<file path="src/rtl/mul_share_ctrl.sv">
// mul_share_ctrl: round-robin sharing of one iterative multiplier between two requesters.
// Latency: accept at T, mul_start at T+1, response valid no earlier than T+3; a watchdog
//          aborts a job that has no mul_done after TIMEOUT cycles in WAIT (err=1, data=0).
// Backpressure: one job in flight; requesters are refused until the response handshake completes.
//
// Ports:
//   clk, reset              rising-edge clock, synchronous active-high reset
//   req{0,1}_valid/ready    operand intake handshake, operands req{0,1}_a / req{0,1}_b
//   rsp{0,1}_valid/ready    response handshake, rsp{0,1}_data product, rsp{0,1}_err timeout flag
//   mul_start/x/y           start pulse and held operands towards the multiplier
//   mul_done/result         completion pulse and product from the multiplier
//   busy, grant_id          controller not idle, requester owning the multiplier
module mul_share_ctrl #(
    parameter int A_W     = 32,
    parameter int P_W     = 64,
    parameter int TIMEOUT = 40
) (
    input  logic           clk,
    input  logic           reset,

    input  logic           req0_valid,
    output logic           req0_ready,
    input  logic [A_W-1:0] req0_a,
    input  logic [A_W-1:0] req0_b,
    input  logic           req1_valid,
    output logic           req1_ready,
    input  logic [A_W-1:0] req1_a,
    input  logic [A_W-1:0] req1_b,

    output logic           rsp0_valid,
    input  logic           rsp0_ready,
    output logic [P_W-1:0] rsp0_data,
    output logic           rsp0_err,
    output logic           rsp1_valid,
    input  logic           rsp1_ready,
    output logic [P_W-1:0] rsp1_data,
    output logic           rsp1_err,

    output logic           mul_start,
    output logic [P_W-1:0] mul_x,
    output logic [A_W-1:0] mul_y,
    input  logic           mul_done,
    input  logic [P_W-1:0] mul_result,

    output logic           busy,
    output logic           grant_id
);

    typedef enum logic [1:0] {IDLE, START, WAIT, RESP} state_t;

    localparam int CNT_W = $clog2(TIMEOUT + 1);

    state_t           state;
    state_t           state_nxt;
    logic [CNT_W-1:0] wd_cnt;
    logic             last_srv;
    logic             win;
    logic             accept;
    logic             rsp_hs;
    logic             wd_expired;
    logic [P_W-1:0]   rsp_dat_q;
    logic             rsp_err_q;

    // Round robin: a lone requester always wins; on contention the one not served last wins.
    always_comb begin
        win = 1'b0;
        if (req0_valid && req1_valid) begin
            win = ~last_srv;
        end else if (req1_valid) begin
            win = 1'b1;
        end
    end

    assign wd_expired = (wd_cnt == CNT_W'(TIMEOUT - 1));

    always_ff @(posedge clk) begin
        if (reset) begin
            state <= IDLE;
        end else begin
            state <= state_nxt;
        end
    end

    always_comb begin
        state_nxt  = state;
        req0_ready = 1'b0;
        req1_ready = 1'b0;
        rsp0_valid = 1'b0;
        rsp1_valid = 1'b0;
        mul_start  = 1'b0;
        busy       = (state != IDLE);
        accept     = 1'b0;
        rsp_hs     = 1'b0;
        case (state)
            IDLE: begin
                req0_ready = req0_valid && !win;
                req1_ready = req1_valid && win;
                accept     = req0_ready || req1_ready;
                if (accept) begin
                    state_nxt = START;
                end
            end
            START: begin
                mul_start = 1'b1;
                state_nxt = WAIT;
            end
            WAIT: begin
                // mul_done takes priority over a watchdog expiry in the same cycle.
                if (mul_done || wd_expired) begin
                    state_nxt = RESP;
                end
            end
            RESP: begin
                rsp0_valid = !grant_id;
                rsp1_valid = grant_id;
                rsp_hs     = grant_id ? rsp1_ready : rsp0_ready;
                if (rsp_hs) begin
                    state_nxt = IDLE;
                end
            end
            default: state_nxt = IDLE;
        endcase
    end

    always_ff @(posedge clk) begin
        if (reset) begin
            mul_x     <= '0;
            mul_y     <= '0;
            grant_id  <= 1'b0;
            last_srv  <= 1'b1;
            wd_cnt    <= '0;
            rsp_dat_q <= '0;
            rsp_err_q <= 1'b0;
        end else begin
            case (state)
                IDLE: begin
                    // Operands are captured only here, so they stay fixed until the next accept.
                    if (accept) begin
                        mul_x    <= {{(P_W - A_W){1'b0}}, (win ? req1_a : req0_a)};
                        mul_y    <= win ? req1_b : req0_b;
                        grant_id <= win;
                    end
                end
                START: begin
                    wd_cnt <= '0;
                end
                WAIT: begin
                    wd_cnt <= wd_cnt + CNT_W'(1);
                    if (mul_done) begin
                        rsp_dat_q <= mul_result;
                        rsp_err_q <= 1'b0;
                    end else if (wd_expired) begin
                        rsp_dat_q <= '0;
                        rsp_err_q <= 1'b1;
                    end
                end
                RESP: begin
                    if (rsp_hs) begin
                        last_srv <= grant_id;
                    end
                end
                default: ;
            endcase
        end
    end

    // One response register serves both channels; only the granted channel raises valid.
    assign rsp0_data = rsp_dat_q;
    assign rsp1_data = rsp_dat_q;
    assign rsp0_err  = rsp_err_q;
    assign rsp1_err  = rsp_err_q;

endmodule

</file>
<file path="config.mk">
export PLATFORM = sky130hd
export DESIGN_NAME = mul_share_ctrl
export DESIGN_NICKNAME = d
export VERILOG_FILES = /design/src/rtl/mul_share_ctrl.sv
export SDC_FILE = /design/constraint.sdc
export NUM_CORES = 1
export LEC_CHECK = 0
export ABC_AREA = 0
export CAP_MARGIN = 10
export CORE_AREA = 2 2 166 168
export CTS_CLUSTER_SIZE = 30
export DETAILED_ROUTE_END_ITERATION = 8
export DIE_AREA = 0 0 168 170
export GPL_TIMING_DRIVEN = 0
export PLACE_DENSITY = 0.67
export SYNTH_ARGS = -nofsm -noshare
export SYNTH_HDL_FRONTEND = slang
export SYNTH_SLANG_ARGS = --single-unit
</file>
<file path="constraint.sdc">
create_clock -name clk -period 1.65 [get_ports clk]
set_input_delay 0.2475 -clock clk [delete_from_list [all_inputs] [get_ports clk]]
set_output_delay 0.2475 -clock clk [all_outputs]
set_load 0.01 [all_outputs]
</file>
---- After elaboration in Yosys (flattened, before gate mapping) ----
Index checks and enable logic that the tools add are counted.
word-level totals
  memories ................................ 0
  latch bits .............................. 0
  output and inout port bits .............. 233
  input port bits ......................... 199
  bits in writable memories ............... 0
  logic and storage cells ................. 53
  bits in registers ....................... 139
  memory bits (read-only) ................. 0
operators by class
  bitwise gates (word level) .............. 1
  mux-type cells .......................... 21
  shift-type cells ........................ 0
  $add $sub $neg .......................... 1
  reduce and logical (&&, ||, !) cells .... 15
  div/mod/pow operators ................... 0
  eq/ne operators ......................... 7
  multiply operators ...................... 0
  magnitude comparators ................... 0
operators with widths
  cell                                           count
  two-way mux 64 bit                             2
  two-way mux 32 bit                             2
  two-way mux 1 bit                              12
  case mux 6 bit (2 select lines)                1
  case mux 2 bit (4 select lines)                1
  adder 6 x 1 -> 6 bit, second input constant    1
  == test 6 bit, second input constant           1
  two-way mux 2 bit                              3
  != test 2 bit, second input constant           3
  AND reduction 2 bit                            3
  nonzero test 2 bit                             3
  == test 2 bit, second input constant           2
  logical AND 1 bit                              3
  AND reduction 3 bit                            1
  == test 2 x 1 -> 1 bit, second input constant  1
  zero test 1 bit                                2
  zero test 2 bit                                1
  logical OR 1 bit                               2
  inverter 1 bit                                 1

---- Logic depth before layout (Yosys ltp) ----
Gate-level depths: netlist (run 1).
  word-level depth ........................ 7
  gate-level depth with buffers ........... 7
  mapped depth without buffers ............ 6

---- Worst setup path after synthesis (run 1) ----
OpenSTA, ideal clock, no wires.
  kind .................................... register -> register
  start ................................... register state[0]
  end ..................................... register wd_cnt[5]
  stages on the path, launching flop included .. 8
  setup time .............................. 118 ps
  data required time ...................... 1532 ps
  clock period less this slack ............ 1503 ps
  setup slack ............................. 147 ps
  arrival ................................. 1385 ps
  buffers on the path ..................... 1
  cells stage by stage .................... dfxtp_1 inv_1 ha_1 clkbuf_1 and3_1 nand4_1 xor2_1 nor2_1
between the ends
  word-level cells in the longest chain between the ends .. 2
  elaborated cells on any way between the ends .. 4
  classes of those cells .................. eq/ne (2); mux (1); reduce/logical (1)
RTL lines
  element                                                                       RTL line  RTL
  from (decl)                                                                   53        state_t state;
  from (signal assigned)                                                        80        state <= state_nxt;
  == test 2 bit / == test 2 x 1 -> 1 bit (equally long branches)                135       case (state)
  case mux 6 bit (2 select lines) / nonzero test 2 bit (equally long branches)  --
  to (signal assigned)                                                          148       wd_cnt <= wd_cnt + CNT_W'(1);
  to (decl)                                                                     55        logic [CNT_W-1:0] wd_cnt;
Parallel ways exist; a longest one is shown, timed or not.
A chain may end at the register's enable or synchronous reset.

---- Final worst setup path (run 1) ----
  start ................................... input req0_valid
  end ..................................... output req0_ready
between the ends
  word-level cells in the longest chain between the ends .. 5
RTL lines
  element                RTL line  RTL
  from (decl)            21        input logic req0_valid,
  logical AND 1 bit      67        if (req0_valid && req1_valid) begin
  two-way mux 1 bit      67
  zero test 1 bit        96        req0_ready = req0_valid && !win;
  logical AND 1 bit (*)  96
  two-way mux 1 bit (*)  94        case (state)
  to (decl)              22        output logic req0_ready,
Mark *: on every way between the ends. The rest lies on a longest branch, timed or not.

==> flow_metrics.env, run 1 <==
export IMPL_cts_root_buf="clkbuf_16"
export IMPL_power_density_nw_per_um2=1330
export IMPL_port_buffers=398
export IMPL_worstSetupEndpoint="req0_ready"
export IMPL_hold_class="input pin to register"
export IMPL_critPathRequiredTime_ps=1400
export IMPL_path_class="input pin to primary output"
export IMPL_die_h_um=170
export IMPL_synthCells=591
export IMPL_regToRegEndpoint="mul_x[21]"
export IMPL_grtUsageTotal=0.167
export IMPL_gr_total_overflow=0
export IMPL_met2_length_mm=12.4
export IMPL_status="finished, final reports clean"
export IMPL_die_area_um2=28600
export IMPL_grt_max_degree=17
export IMPL_clock_latency_ps=410
export IMPL_critPathMaxFanout=10
export IMPL_multi_input_area_um2=2470
export IMPL_drtPass1Iterations=4
export IMPL_max_freq_ghz=0.609
export IMPL_irDropWorstVdd_uv=613
export IMPL_seqCellArea_um2=2840
export IMPL_drtAntennaViolNets=0
export IMPL_finalCriticalPeriod_ps=1640
export IMPL_rr_startpoint="last_srv"
export IMPL_cts_buffers=17
export IMPL_antenna_found_initial=2
export IMPL_syn_area_um2=6090
export IMPL_core_um2=26700
export IMPL_cts_buffer_depth=2
export IMPL_dr_wl_met3_mm=2.18
export IMPL_tightest_slew_ps=629
export IMPL_clk_pin_slew_ps=70
export IMPL_post_route_drc_count=0
export IMPL_final_max_slew_violation_count=0
export IMPL_final_cells=1401
export IMPL_syn_area_per_cell_um2=10.3
export IMPL_setup_viol=0
export IMPL_met1Wirelength_mm=10.1
export IMPL_fin_crit_sh=0.996
export IMPL_routed_via_density=4.28
export IMPL_num_vias=5995
export IMPL_avgRoutedWirePerCell_um=17.8
export IMPL_worstPathCellList="clkdlybuf4s50_1 -> a21boi_4 -> buf_6 -> buf_12 -> nor2_2 -> buf_2"
export IMPL_maxCapViolations=0
export IMPL_cts_tree="built"
export IMPL_cp_slowest_stage_delay_ps=480
export IMPL_r2r_cells=6
export IMPL_gp_congestion=0.770
export IMPL_ys_ff_latch=139
export IMPL_fin_area_um2=11500
export IMPL_holdWs_ps=425
export IMPL_cpMaxStageDelayCell="clkdlybuf4s50_1"
export IMPL_r2r_slack_ps=70
export IMPL_layout_commonest_cell="clkdlybuf4s50_1"
export IMPL_dp_cells=1361
export IMPL_final_cell_mix="309 x clkdlybuf4s50_1, 108 x buf_4, 104 x dfxtp_1, 72 x nor2_1, 66 x mux2i_1"
export IMPL_startpoint_type="input pin"
export IMPL_drive_gt1_frac=0.212
export IMPL_synth_cell_types=34
export IMPL_power_leakage_uw=0.00525
export IMPL_dp_final_hpwl_mm=19.4
export IMPL_highest_layer="met5"
export IMPL_drt_total_wl_mm=25.0
export IMPL_drt_iter0_drc=219
export IMPL_htreeDepth=4
export IMPL_hold_viol_final=0
export IMPL_num_fill_cells=2550
export IMPL_crit_path_end_kind="primary output"
export IMPL_grt_pass1_vias=5850
export IMPL_clock_sinks=139
export IMPL_arrival_ps=1400
export IMPL_place_area_um2=10600
export IMPL_synth_seq_area_share=0.457
export IMPL_setup_worst_path_start="req0_valid"
export IMPL_ios=432
export IMPL_grt_first_pass_wirelength_mm=36.0
export IMPL_rsz0062_at_grt="true"
export IMPL_rows=60
export IMPL_layout_nets=1251
export IMPL_relSlewSlack=0.581
export IMPL_chipWidth_um=168
export IMPL_area_growth_pct=88.0
export IMPL_clock_skew_ps=12.5
export IMPL_initial_core_util=0.229
export IMPL_ys_warn_count=0
[final cells by class]
class / instances / share of cell area
multi-input cells: 340 / 0.216
inverters: 4 / 0.00153
clock buffers: 19 / 0.0378
well taps: 341 / 0.0373
clock inverters: 12 / 0.0121
repair buffers: 407 / 0.351
flip-flops and latches: 139 / 0.248
plain buffers: 138 / 0.0959
diodes: 1 / 0.000219
[worst max-delay path, delay by kind of cell]
kind                   cells  cell delay, ps
AOI/OAI and AO/OA          1             220
buffers and inverters      4             880
and+or+nand+nor            1              30
[cells in the mapped netlist (all sizes together)]
cell type | n | area share
and3 | 1 | 0.0010
nand2 | 6 | 0.0037
and2 | 3 | 0.0033
nand4 | 2 | 0.0021
a41o | 1 | 0.0016
a22o | 64 | 0.092
buf | 121 | 0.15
xnor2 | 1 | 0.0014
nor2b | 1 | 0.0010
a211oi | 65 | 0.080
a21o | 1 | 0.0012
dfxtp | 139 | 0.46
a21oi | 5 | 0.0060
o221a | 1 | 0.0018
clkbuf | 18 | 0.017
or2 | 1 | 0.0010
conb | 1 | 0.00062
nor2 | 74 | 0.046
o21bai | 1 | 0.0012
xor2 | 4 | 0.0058
ha | 5 | 0.010
a21boi | 1 | 0.0018
inv | 4 | 0.0025
mux2i | 67 | 0.11
a31oi | 1 | 0.0010
nand2b | 2 | 0.0021
o21a | 1 | 0.0012
[state kept, by name, indices dropped and copies added, names as in the netlist]
signal	count
wd_cnt	6
mul_x	32
mul_y	32
grant_id	1
state	2
rsp0_err	1
rsp0_data	64
last_srv	1
[cell families (layout without fill, tap and decap cells)]
kind of cell    Yosys count  count (layout)  synth area share
simple gates             90              90            0.0602
compound gates          141             141             0.188
other cells               1              33          0.000616
fa+ha+maj                 5               5            0.0103
buf+inv                 143             580             0.167
mux                      67              67             0.110
flops                   139             139             0.457
xor+xnor                  5               5           0.00719
[worst min-delay path by stage]
stage | from | endpoint | cells past startpoint
floorplan | mul_done | rsp0_err | 1
global placement | rsp0_data[1] | rsp0_data[1] | 1
detailed placement | rsp0_data[3] | rsp0_data[3] | 1
CTS | mul_result[61] | rsp0_data[61] | 2
global route | mul_result[30] | rsp0_data[30] | 2
finish | reset | state[1] | 3
[repair_timing]
item                                    in CTS  in global routing
hold endpoints to repair                     0                  0
cloned                                       0                  0
endpoints found under the setup margin     170                134
setup buffers                                8                  1
pin swaps                                    4                  3
hold buffers                                 0                  0
resized for setup                          150                 41
[stage by stage]
stage	utilization	total power (uW)	setup WS, ps	TNS [ps]
final	0.430	15200	6.87	0
after global routing	0.430	16100	-17.3	-27.8
after CTS	0.425	15300	-32.3	-44.1
after detailed placement	0.398	11300	-582	-41790
after global placement	0.398	11200	-575	-41930
after floorplan	-	7890	147	0
[power by group]
| group | internal, uW | switching [uW] | leakage (uW) |
|---|---|---|---|
| logic | 3560 | 3050 | 0.00383 |
| registers | 4200 | 579 | 0.00116 |
| clock network | 2240 | 1610 | 0.000267 |
| total | 10000 | 5240 | 0.00525 |
[per-layer routing]
metal / vias to the layer above / GRT usage
met5: - / 0
met4: 2 / 0.0427
met3: 16 / 0.0623
met2: 272 / 0.297
met1: 2800 / 0.188
li1: 2905 / -
No activity file was read; power rests on OpenSTA's default activity.
==> run 2: changes to the inputs <==
CTS_CLUSTER_DIAMETER = 200   (was unset)
==> results of run 2 <==
No change in the layout: final DEF, timing and power equal those of run 1.
==> run 3: changes to the inputs <==
SLEW_MARGIN = 40   (was unset)
==> results of run 3 <==
No change in the layout: final DEF, timing and power equal those of run 1.
